<file path="src/rtl/mvu_pkg.sv">
// rtl/mvu_pkg.sv - shared MVU result-path types and default widths
package mvu_pkg;

    localparam int MVU_DATA_W = 64;
    localparam int MVU_ADDR_W = 15;

    typedef enum logic [1:0] {
        ST_IDLE,
        ST_COLLECT,
        ST_DRAIN,
        ST_DONE
    } collector_state_t;

    typedef struct packed {
        logic                  last;
        logic [MVU_ADDR_W-1:0] addr;
        logic [MVU_DATA_W-1:0] data;
    } result_entry_t;

endpackage

</file>
<file path="src/rtl/result_fifo.sv">
// rtl/result_fifo.sv - result FIFO with zeroed head output and a tag-last-written port
module result_fifo
    import mvu_pkg::*;
#(
    parameter int DATA_W = MVU_DATA_W,
    parameter int ADDR_W = MVU_ADDR_W,
    parameter int DEPTH  = 16
) (
    input  logic              clk,
    input  logic              rst,
    input  logic              wr_en_i,
    input  logic              wr_last_i,
    input  logic [ADDR_W-1:0] wr_addr_i,
    input  logic [DATA_W-1:0] wr_data_i,
    output logic              wr_accept_o,
    input  logic              set_last_i,
    output logic              rd_valid_o,
    input  logic              rd_ready_i,
    output logic              rd_last_o,
    output logic [ADDR_W-1:0] rd_addr_o,
    output logic [DATA_W-1:0] rd_data_o,
    output logic              pop_o,
    output logic              empty_o
);
    localparam int AW = $clog2(DEPTH);
    localparam int EW = 1 + ADDR_W + DATA_W;

    logic [AW:0]   wr_ptr_q, rd_ptr_q;
    logic [EW-1:0] mem_q [DEPTH];
    logic [EW-1:0] head;
    logic [AW-1:0] wr_idx, rd_idx, last_idx;
    logic          full, empty, pop;

    assign wr_idx   = wr_ptr_q[AW-1:0];
    assign rd_idx   = rd_ptr_q[AW-1:0];
    assign last_idx = wr_idx - AW'(1);

    // Extra pointer MSB distinguishes full from empty when the indices match.
    assign empty = (wr_ptr_q == rd_ptr_q);
    assign full  = (wr_ptr_q[AW] != rd_ptr_q[AW]) && (wr_idx == rd_idx);
    assign pop   = !empty && rd_ready_i;

    assign wr_accept_o = wr_en_i && (!full || pop);
    assign pop_o       = pop;
    assign empty_o     = empty;

    assign head       = mem_q[rd_idx];
    assign rd_valid_o = !empty;
    assign rd_last_o  = !empty && head[EW-1];
    assign rd_addr_o  = empty ? '0 : head[EW-2 -: ADDR_W];
    assign rd_data_o  = empty ? '0 : head[DATA_W-1:0];

    always_ff @(posedge clk or posedge rst) begin
        if (rst) begin
            wr_ptr_q <= '0;
            rd_ptr_q <= '0;
        end else begin
            if (wr_accept_o) wr_ptr_q <= wr_ptr_q + 1'b1;
            if (pop)         rd_ptr_q <= rd_ptr_q + 1'b1;
        end
    end

    // Storage needs no reset: nothing is visible unless the pointers say so.
    always_ff @(posedge clk) begin
        if (wr_accept_o) mem_q[wr_idx] <= {wr_last_i, wr_addr_i, wr_data_i};
        if (set_last_i && !empty) mem_q[last_idx][EW-1] <= 1'b1;
    end

endmodule

</file>
<file path="src/rtl/mvu_result_collector.sv">
// rtl/mvu_result_collector.sv - captures MVU output words, buffers them and signals job completion
module mvu_result_collector
    import mvu_pkg::*;
#(
    parameter int DATA_W = MVU_DATA_W,
    parameter int ADDR_W = MVU_ADDR_W,
    parameter int DEPTH  = 16,
    parameter int CNT_W  = 16
) (
    input  logic              clk,
    input  logic              rst,
    input  logic              mvu_wr_en,
    input  logic [ADDR_W-1:0] mvu_wr_addr,
    input  logic [DATA_W-1:0] mvu_wr_data,
    input  logic              mvu_done,
    output logic              rd_valid,
    input  logic              rd_ready,
    output logic [ADDR_W-1:0] rd_addr,
    output logic [DATA_W-1:0] rd_data,
    output logic              rd_last,
    output logic              job_irq,
    output logic [CNT_W-1:0]  word_cnt,
    output logic              overflow,
    input  logic              clr_err
);
    collector_state_t state_q, state_d;
    logic [CNT_W-1:0] word_cnt_q, word_cnt_d;
    logic             overflow_q, overflow_d;
    logic             job_irq_q;

    logic push_req, push_last, push_accept, set_last, drop;
    logic fifo_pop, fifo_empty;

    result_fifo #(
        .DATA_W (DATA_W),
        .ADDR_W (ADDR_W),
        .DEPTH  (DEPTH)
    ) u_fifo (
        .clk         (clk),
        .rst         (rst),
        .wr_en_i     (push_req),
        .wr_last_i   (push_last),
        .wr_addr_i   (mvu_wr_addr),
        .wr_data_i   (mvu_wr_data),
        .wr_accept_o (push_accept),
        .set_last_i  (set_last),
        .rd_valid_o  (rd_valid),
        .rd_ready_i  (rd_ready),
        .rd_last_o   (rd_last),
        .rd_addr_o   (rd_addr),
        .rd_data_o   (rd_data),
        .pop_o       (fifo_pop),
        .empty_o     (fifo_empty)
    );

    always_comb begin
        push_req   = 1'b0;
        push_last  = 1'b0;
        set_last   = 1'b0;
        drop       = 1'b0;
        state_d    = state_q;
        word_cnt_d = word_cnt_q;
        case (state_q)
            ST_IDLE: begin
                if (mvu_wr_en) begin
                    push_req   = 1'b1;
                    push_last  = mvu_done;
                    word_cnt_d = push_accept ? CNT_W'(1) : '0;
                    state_d    = mvu_done ? ST_DRAIN : ST_COLLECT;
                end else if (mvu_done) begin
                    word_cnt_d = '0;
                    state_d    = ST_DONE;
                end
            end
            ST_COLLECT: begin
                if (mvu_wr_en) begin
                    push_req  = 1'b1;
                    push_last = mvu_done;
                    if (push_accept && word_cnt_q != '1)
                        word_cnt_d = word_cnt_q + CNT_W'(1);
                end
                if (mvu_done) begin
                    set_last = !mvu_wr_en;
                    state_d  = ST_DRAIN;
                end
            end
            ST_DRAIN: begin
                drop = mvu_wr_en;
                // Empty covers jobs whose last word was dropped or already popped.
                if ((fifo_pop && rd_last) || fifo_empty)
                    state_d = ST_DONE;
            end
            default: begin
                drop    = mvu_wr_en;
                state_d = ST_IDLE;
            end
        endcase
        if (push_req && !push_accept) drop = 1'b1;
        overflow_d = drop ? 1'b1 : (clr_err ? 1'b0 : overflow_q);
    end

    always_ff @(posedge clk or posedge rst) begin
        if (rst) begin
            state_q    <= ST_IDLE;
            word_cnt_q <= '0;
            overflow_q <= 1'b0;
            job_irq_q  <= 1'b0;
        end else begin
            state_q    <= state_d;
            word_cnt_q <= word_cnt_d;
            overflow_q <= overflow_d;
            job_irq_q  <= (state_d == ST_DONE);
        end
    end

    assign job_irq  = job_irq_q;
    assign word_cnt = word_cnt_q;
    assign overflow = overflow_q;

endmodule
</file>
<file path="config.mk">
export PLATFORM = sky130hd
export DESIGN_NAME = mvu_result_collector
export DESIGN_NICKNAME = d
export VERILOG_FILES = /design/src/rtl/mvu_pkg.sv /design/src/rtl/result_fifo.sv /design/src/rtl/mvu_result_collector.sv
export SDC_FILE = /design/constraint.sdc
export NUM_CORES = 1
export LEC_CHECK = 0
export CAP_MARGIN = 0
export CORE_MARGIN = 1.5
export CORE_UTILIZATION = 60
export CTS_CLUSTER_DIAMETER = 120
export DETAILED_ROUTE_END_ITERATION = 6
export GPL_ROUTABILITY_DRIVEN = 0
export PLACE_DENSITY = 0.79
export SLEW_MARGIN = 25
export SYNTH_ARGS = -nofsm -noshare
export SYNTH_HDL_FRONTEND = slang
export SYNTH_HIERARCHICAL = 1
export SYNTH_SLANG_ARGS = --single-unit
</file>
<file path="constraint.sdc">
create_clock -name clk -period 6.83 [get_ports clk]
set_input_delay 0.683 -clock clk [delete_from_list [all_inputs] [get_ports clk]]
set_output_delay 0.683 -clock clk [all_outputs]
set_load 0.1 [all_outputs]
</file>
==> impl_metrics.json, run 1 <==
{
  "preCtsSetupSlack_ns": 1.86,
  "synth-async-reset-ratio": 0.0229,
  "floorplan.core_area_um2": 82400,
  "post_layout_nonfiller_instances": 3694,
  "clock-root-buffer": "sky130_fd_sc_hd__clkbuf_16",
  "finalSetupTns_ns": 0,
  "r2r-end": "u_fifo/mem_q[12][63]$_DFFE_PP_",
  "final_max_tran_viols": 0,
  "initialDrtViolationCount": 3266,
  "sequential_group_share_of_total_power": 0.346,
  "globalRouteTotalUtil": 0.284,
  "pwr-share-comb": 0.401,
  "postCtsSetupRepairBufs": 0,
  "ctsHoldBuffers": 0,
  "remaining_routing_drc_violations": 0,
  "final_core_util": 0.699,
  "fin_worst_hold_slack_ns": 0.347,
  "synth_edf_count": 1264,
  "final_layout_size_suffix_gt1_frac": 0.224,
  "fmax_ghz": 0.173,
  "clkSlewWorstSetupHoldPaths_ns": 0.06,
  "fin_total_pwr_mw": 27.8,
  "min-delay-path-class": "input port to async pin",
  "yosysSeqAreaShare": 0.778,
  "setup_slack_ns": 1.06,
  "via_count": 25100,
  "wl_mm": 118,
  "r2r_slack_ns": 2.68,
  "post_synth_inst_count": 2284,
  "core.rowCount": 105,
  "synthTopCellsByArea": "sky130_fd_sc_hd__edfxtp_1, sky130_fd_sc_hd__mux4_2, sky130_fd_sc_hd__a22oi_1",
  "reg2regPathDepth": 5,
  "top_level_ports": 184,
  "leakage_nw": 18.1,
  "power.switching_fraction": 0.397,
  "cts_tree": "built",
  "yosysWarnings": 6,
  "floorplan.die.width_um": 292,
  "cts.repair.resized": 0,
  "placed_area_um2": 53300,
  "synth.avg_cell_area_um2": 22.0,
  "final_common_cell": "sky130_fd_sc_hd__edfxtp_1",
  "finalWorstPathRequiredPeriod_ns": 5.77,
  "cts_inserted_buffers": 131,
  "slew_headroom": 0.243,
  "flow.area_growth_from_synthesis_pct": 14.8,
  "p_switching_mw": 11.0,
  "drt_pre_antenna_iters": 7,
  "grt_first_pass_wirelength_mm": 173,
  "stdcell_area_um2": 57600,
  "clkSinkCount": 1310,
  "cts-htree-levels": 4,
  "crit_path_end": "rd_data[45]",
  "yosys_register_bits": 1310,
  "dieHeight_um": 292,
  "setup.worst_path.start_class": "flop",
  "reg2reg_from": "u_fifo/rd_ptr_q[1]$_DFFE_PP0P_",
  "finalCritPeriodShare": 0.845,
  "drv.max_cap_violation_count": 0,
  "most_frequent_cells_in_the_layout": "sky130_fd_sc_hd__edfxtp_1, sky130_fd_sc_hd__mux4_2, sky130_fd_sc_hd__clkdlybuf4s50_1",
  "vdd_ir_drop_max_mv": 0.607,
  "synth-main-ff-cell": "sky130_fd_sc_hd__edfxtp_1",
  "synth_area_um2": 50200,
  "final_setup_violation_count": 0,
  "fin_worst_skew_ns": 0.0276,
  "cell_total_after_placement": 3452,
  "bufs_on_longest_clock_path": 3,
  "max_fo_critical_path": 65,
  "post-synth-top-area-fraction": 0.757,
  "synth.largest_area_cell": "sky130_fd_sc_hd__edfxtp_1",
  "syn-num-nets": 2377,
  "final_ant_viol_nets": 0,
  "remaining_overflow_grt": 0,
  "run_status": "completed",
  "fin_nets": 2608,
  "clockPowerShare": 0.252,
  "critical_path_class": "flop to output port",
  "startpoint": "u_fifo/rd_ptr_q[1]$_DFFE_PP0P_",
  "crit_required_ns": 6.15,
  "start_util": 0.609,
  "grt_antenna_before_repair": 10,
  "io_buffers": 183,
  "timing.critical_path.to_type": "output port",
  "via_per_inst": 6.80,
  "rsz0062_at_grt": "no",
  "p_int_mw": 16.8,
  "floorplan_die_area_um2": 85300,
  "wl_per_cell_um": 32.0,
  "cellPowerDensity_nw_per_um2": 482,
  "synth_cell_types": 53,
  "grt_start_max_net_pins": 141,
  "vias_in_the_first_global_route": 25900,
  "hold_viol": 0,
  "clock_insertion_delay_worst_skew_ns": 0.73,
  "hpwlAfterDp_mm": 59.4,
  "arrival_ns": 5.09,
  "worst_pin_slew_ns": 1.14
}
[power by group through the flow]
stage	registers (mW)	logic [mW]	clock network, mW
5_1_grt	9.66	11.6	7.43
6_report	9.62	11.1	7.01
2_1_floorplan	9.66	8.30	0
4_1_cts	9.62	11.2	7.11
3_5_place_dp	9.77	11.1	0
3_3_place_gp	9.73	11.0	0
[registers in the layout, indices dropped and copies added (netlist names)]
signal / cells
job_irq: 1
overflow: 1
state_q: 2
u_fifo/mem_q: 1280
u_fifo/rd_ptr_q: 5
u_fifo/wr_ptr_q: 5
word_cnt: 16
[synth_stat cells, types with 6 or more instances]
cell type	number
sky130_fd_sc_hd__a22oi_1	160
sky130_fd_sc_hd__a221o_1	16
sky130_fd_sc_hd__a31oi_1	6
sky130_fd_sc_hd__o21ai_0	21
sky130_fd_sc_hd__nor2_1	23
sky130_fd_sc_hd__xnor2_1	8
sky130_fd_sc_hd__xor2_1	6
sky130_fd_sc_hd__edfxtp_1	1264
sky130_fd_sc_hd__nand2_1	23
sky130_fd_sc_hd__and3_1	7
sky130_fd_sc_hd__buf_2	46
sky130_fd_sc_hd__buf_1	8
sky130_fd_sc_hd__a21oi_1	112
sky130_fd_sc_hd__nand3_1	9
sky130_fd_sc_hd__inv_1	25
sky130_fd_sc_hd__mux4_2	320
sky130_fd_sc_hd__dfrtp_1	30
sky130_fd_sc_hd__nand4_1	15
sky130_fd_sc_hd__o211ai_1	7
sky130_fd_sc_hd__ha_1	8
sky130_fd_sc_hd__dfxtp_1	16
sky130_fd_sc_hd__o21ai_1	18
sky130_fd_sc_hd__clkbuf_1	80
[critical path: stages (launching register included)]
cell and delay (ns):
sky130_fd_sc_hd__dfrtp_4 1.09, sky130_fd_sc_hd__buf_4 0.66, sky130_fd_sc_hd__buf_4 0.61, sky130_fd_sc_hd__mux4_2 0.33, sky130_fd_sc_hd__a22oi_1 0.09, sky130_fd_sc_hd__a21oi_1 0.29, sky130_fd_sc_hd__clkdlybuf4s50_1 1.20
[routing by layer]
metal	track usage	vias to the layer above	wire length, µm
li1	-	10200	-
met1	0.380	13200	43400
met2	0.464	1469	59800
met3	0.0637	232	11500
met4	0.107	8	3440
met5	0	-	56
[cells by family (layout without fill, tap and decap cells)]
group,Yosys count,in the layout,share of synthesized area
flip-flops,1310,1310,0.778
AO/OA/AOI/OAI,359,359,0.0478
multiplexers,325,325,0.145
buffers and inverters,166,499,0.0141
AND/OR/NAND/NOR,102,102,0.0107
XOR/XNOR,14,14,0.00244
adder cells (fa/ha/maj),8,8,0.00200
other,0,7,0
[layout make-up]
class / count / area, µm²
Antenna cell: 7 / 17.5
Clock buffer: 165 / 3470
Clock inverter: 70 / 739
Fill cell: 4757 / 24800
Inverter: 28 / 153
Multi-Input combinational cell: 808 / 10400
Sequential cell: 1310 / 39000
Tap cell: 1070 / 1340
Timing Repair Buffer: 236 / 2370
[how the worst min path moves through the flow]
stage,from,end,slack (ns),cells past startpoint
after floorplan,u_fifo/mem_q[14][79]$_DFF_P_,u_fifo/mem_q[14][79]$_DFF_P_,0.45,1
after global placement,u_fifo/mem_q[13][79]$_DFF_P_,u_fifo/mem_q[13][79]$_DFF_P_,0.47,1
after detailed placement,u_fifo/mem_q[14][79]$_DFF_P_,u_fifo/mem_q[14][79]$_DFF_P_,0.47,1
after CTS,rst,u_fifo/wr_ptr_q[0]$_DFFE_PP0P_,0.34,2
after global routing,rst,u_fifo/wr_ptr_q[0]$_DFFE_PP0P_,0.37,2
final,rst,u_fifo/rd_ptr_q[4]$_DFFE_PP0P_,0.35,2
No activity file was read; power rests on OpenSTA's default activity.
==> run 2: changes to the inputs <==
--- a/config.mk
+++ b/config.mk
@@ -7,11 +7,11 @@
 export LEC_CHECK = 0
 export CAP_MARGIN = 0
 export CORE_MARGIN = 1.5
-export CORE_UTILIZATION = 60
+export CORE_UTILIZATION = 55
 export CTS_CLUSTER_DIAMETER = 120
 export DETAILED_ROUTE_END_ITERATION = 6
 export GPL_ROUTABILITY_DRIVEN = 0
-export PLACE_DENSITY = 0.79
+export PLACE_DENSITY = 0.76
 export SLEW_MARGIN = 25
 export SYNTH_ARGS = -nofsm -noshare
 export SYNTH_HDL_FRONTEND = slang
==> constraint.sdc (replaced) <==
create_clock -name clk -period 4.85 [get_ports clk]
set_input_delay 0.485 -clock clk [delete_from_list [all_inputs] [get_ports clk]]
set_output_delay 0.485 -clock clk [all_outputs]
set_load 0.1 [all_outputs]
==> run 2 against run 1 <==
  * Sequential power grew 40%
  * Critical path type unchanged
  * Clock power grew 33%
  * Global-route usage shrank 3.7 points
  * Critical path depth down 1
  * Largest power group unchanged
  * Critical endpoint is now rd_addr[11]
  * Final area up 0.32%
==> impl_metrics.json, run 2 (synthesis gave the netlist of run 1 again) <==
{
  "run_status": "completed",
  "min-delay-path-class": "input port to async pin",
  "wl_mm": 114,
  "max_flop_register": "u_fifo/mem_q",
  "via_count": 24800,
  "cells_along_the_critical_path": "buf_4 > mux4_2 > a22oi_1 > a21oi_1 > buf_12",
  "floorplan.core_area_um2": 90100,
  "hpwlAfterDp_mm": 59.4,
  "startpoint": "u_fifo/rd_ptr_q[0]$_DFFE_PP0P_",
  "hold_viol": 0,
  "timing.critical_path.slowest_cell_delay_ns": 0.79,
  "finalSetupTns_ns": 0,
  "wl_per_cell_um": 30.2,
  "remaining_overflow_grt": 0,
  "final_ant_viol_nets": 0,
  "top_level_ports": 184,
  "postCtsSetupRepairBufs": 0,
  "slowest_stage": "sky130_fd_sc_hd__dfrtp_4",
  "initialDrtViolationCount": 2916,
  "max_fo_critical_path": 37,
  "cts.repair.resized": 0,
  "drv.max_cap_violation_count": 0,
  "clkSinkCount": 1310,
  "leakage_nw": 18.2,
  "n_fill_cell": 5702,
  "critical_path_class": "flop to output port",
  "fin_nets": 2589,
  "bufs_on_longest_clock_path": 3,
  "floorplan.die.width_um": 305,
  "reg2reg_from": "u_fifo/rd_ptr_q[0]$_DFFE_PP0P_",
  "clkSlewWorstSetupHoldPaths_ns": 0.06,
  "largest_reg_flops": 1280,
  "clock-root-buffer": "sky130_fd_sc_hd__clkbuf_16",
  "fmax_ghz": 0.235,
  "vdd_ir_drop_max_mv": 0.891,
  "most_frequent_cells_in_the_layout": "sky130_fd_sc_hd__edfxtp_1, sky130_fd_sc_hd__mux4_2, sky130_fd_sc_hd__a22oi_1",
  "ctsHoldBuffers": 0,
  "dieHeight_um": 305,
  "fin_worst_skew_ns": 0.0185,
  "cts_tree": "built",
  "final_common_cell": "sky130_fd_sc_hd__edfxtp_1",
  "r2r-end": "u_fifo/mem_q[5][65]$_DFFE_PP_",
  "arrival_ns": 3.76,
  "cellPowerDensity_nw_per_um2": 685,
  "grt_first_pass_wirelength_mm": 169,
  "remaining_routing_drc_violations": 0,
  "core.rowCount": 110,
  "globalRouteTotalUtil": 0.248,
  "via_per_inst": 6.57,
  "flow.area_growth_from_synthesis_pct": 15.2,
  "crit_required_ns": 4.37,
  "cts-htree-levels": 3,
  "finalCritPeriodShare": 0.876,
  "grt_antenna_before_repair": 10,
  "final_layout_size_suffix_gt1_frac": 0.250,
  "grt_start_max_net_pins": 136,
  "slew_headroom": 0.300,
  "r2r_slack_ns": 1.22,
  "clock_insertion_delay_worst_skew_ns": 0.69,
  "worst_pin_slew_ns": 1.05,
  "drt_pre_antenna_iters": 7,
  "vias_in_the_first_global_route": 25400,
  "io_buffers": 183,
  "setup.worst_path.start_class": "flop",
  "finalWorstPathRequiredPeriod_ns": 4.25,
  "rsz0062_at_grt": "no",
  "crit_path_end": "rd_addr[11]",
  "stdcell_area_um2": 57800,
  "final_setup_violation_count": 0,
  "cts_inserted_buffers": 121,
  "placed_area_um2": 53900,
  "timing.critical_path.to_type": "output port",
  "final_max_tran_viols": 0,
  "floorplan_die_area_um2": 93000,
  "start_util": 0.556,
  "reg2regPathDepth": 5
}
==> run 2: cell types whose count changed in the layout (fill, tap and decap cells not counted), moves of 3 or more <==
cell                              change
sky130_fd_sc_hd__clkdlybuf4s50_1     -81
sky130_fd_sc_hd__buf_12              +59
sky130_fd_sc_hd__buf_4               +16
sky130_fd_sc_hd__clkbuf_16           -12
sky130_fd_sc_hd__clkbuf_1             -6
sky130_fd_sc_hd__bufinv_16            +3
sky130_fd_sc_hd__clkinv_16            -3
sky130_fd_sc_hd__clkinv_8             -3
sky130_fd_sc_hd__inv_16               -3
==> run 2: per-stage QoR <==
step / hold WS (ns) / setup WS, ns / power [mW] / instances / util
6_report: 0.144 / 0.601 / 39.6 / 3774 / 0.641
2_1_floorplan: 0.325 / 0.765 / 25.3 / 2284 / -
4_1_cts: 0.128 / 0.532 / 39.8 / 3767 / 0.641
3_3_place_gp: 0.473 / 1.26 / 30.4 / 3549 / 0.598
5_1_grt: 0.178 / 0.410 / 40.8 / 3772 / 0.641
3_5_place_dp: 0.472 / 1.25 / 30.5 / 3549 / 0.598
==> run 2: report_power, final <==
group / switching, mW / total, mW / internal (mW)
sequential: 0.398 / 13.5 / 13.1
clock: 3.99 / 9.29 / 5.30
combinational: 11.1 / 16.8 / 5.65
total: 15.5 / 39.6 / 24.1
==> run 2: layout make-up <==
cell class	instances	area (µm²)	share of cell area
Sequential cell	1310	39000	0.676
Multi-Input combinational cell	808	10400	0.181
Clock buffer	149	3170	0.0550
Timing Repair Buffer	227	2800	0.0484
Tap cell	1176	1470	0.0255
Clock inverter	69	671	0.0116
Inverter	28	148	0.00256
Antenna cell	7	17.5	0.000303
==> run 2: worst min path at each step <==
| stage | cells after the start | slack, ns | to |
|---|---|---|---|
| floorplan | 1 | 0.33 | u_fifo/rd_ptr_q[0]$_DFFE_PP0P_ |
| global placement | 1 | 0.47 | u_fifo/mem_q[10][79]$_DFF_P_ |
| detailed placement | 1 | 0.47 | u_fifo/mem_q[9][79]$_DFF_P_ |
| CTS | 2 | 0.13 | u_fifo/wr_ptr_q[4]$_DFFE_PP0P_ |
| global route | 2 | 0.18 | u_fifo/wr_ptr_q[4]$_DFFE_PP0P_ |
| finish | 2 | 0.14 | u_fifo/wr_ptr_q[4]$_DFFE_PP0P_ |
==> run 2: layer usage <==
metal | GRT usage | routed length, µm | up-vias
met4 | 0.0774 | 2950 | 6
met5 | 0 | 42 | -
met1 | 0.332 | 43000 | 13100
met3 | 0.0410 | 8680 | 208
li1 | - | - | 10200
met2 | 0.420 | 59200 | 1311
==> run 2: critical path, delay by kind of cell (launching register included) <==
kind / cells / cell delay (ns)
AOI/OAI and AO/OA: 2 / 0.70
buffers and inverters: 2 / 0.95
DFF: 1 / 0.79
muxes: 1 / 0.59
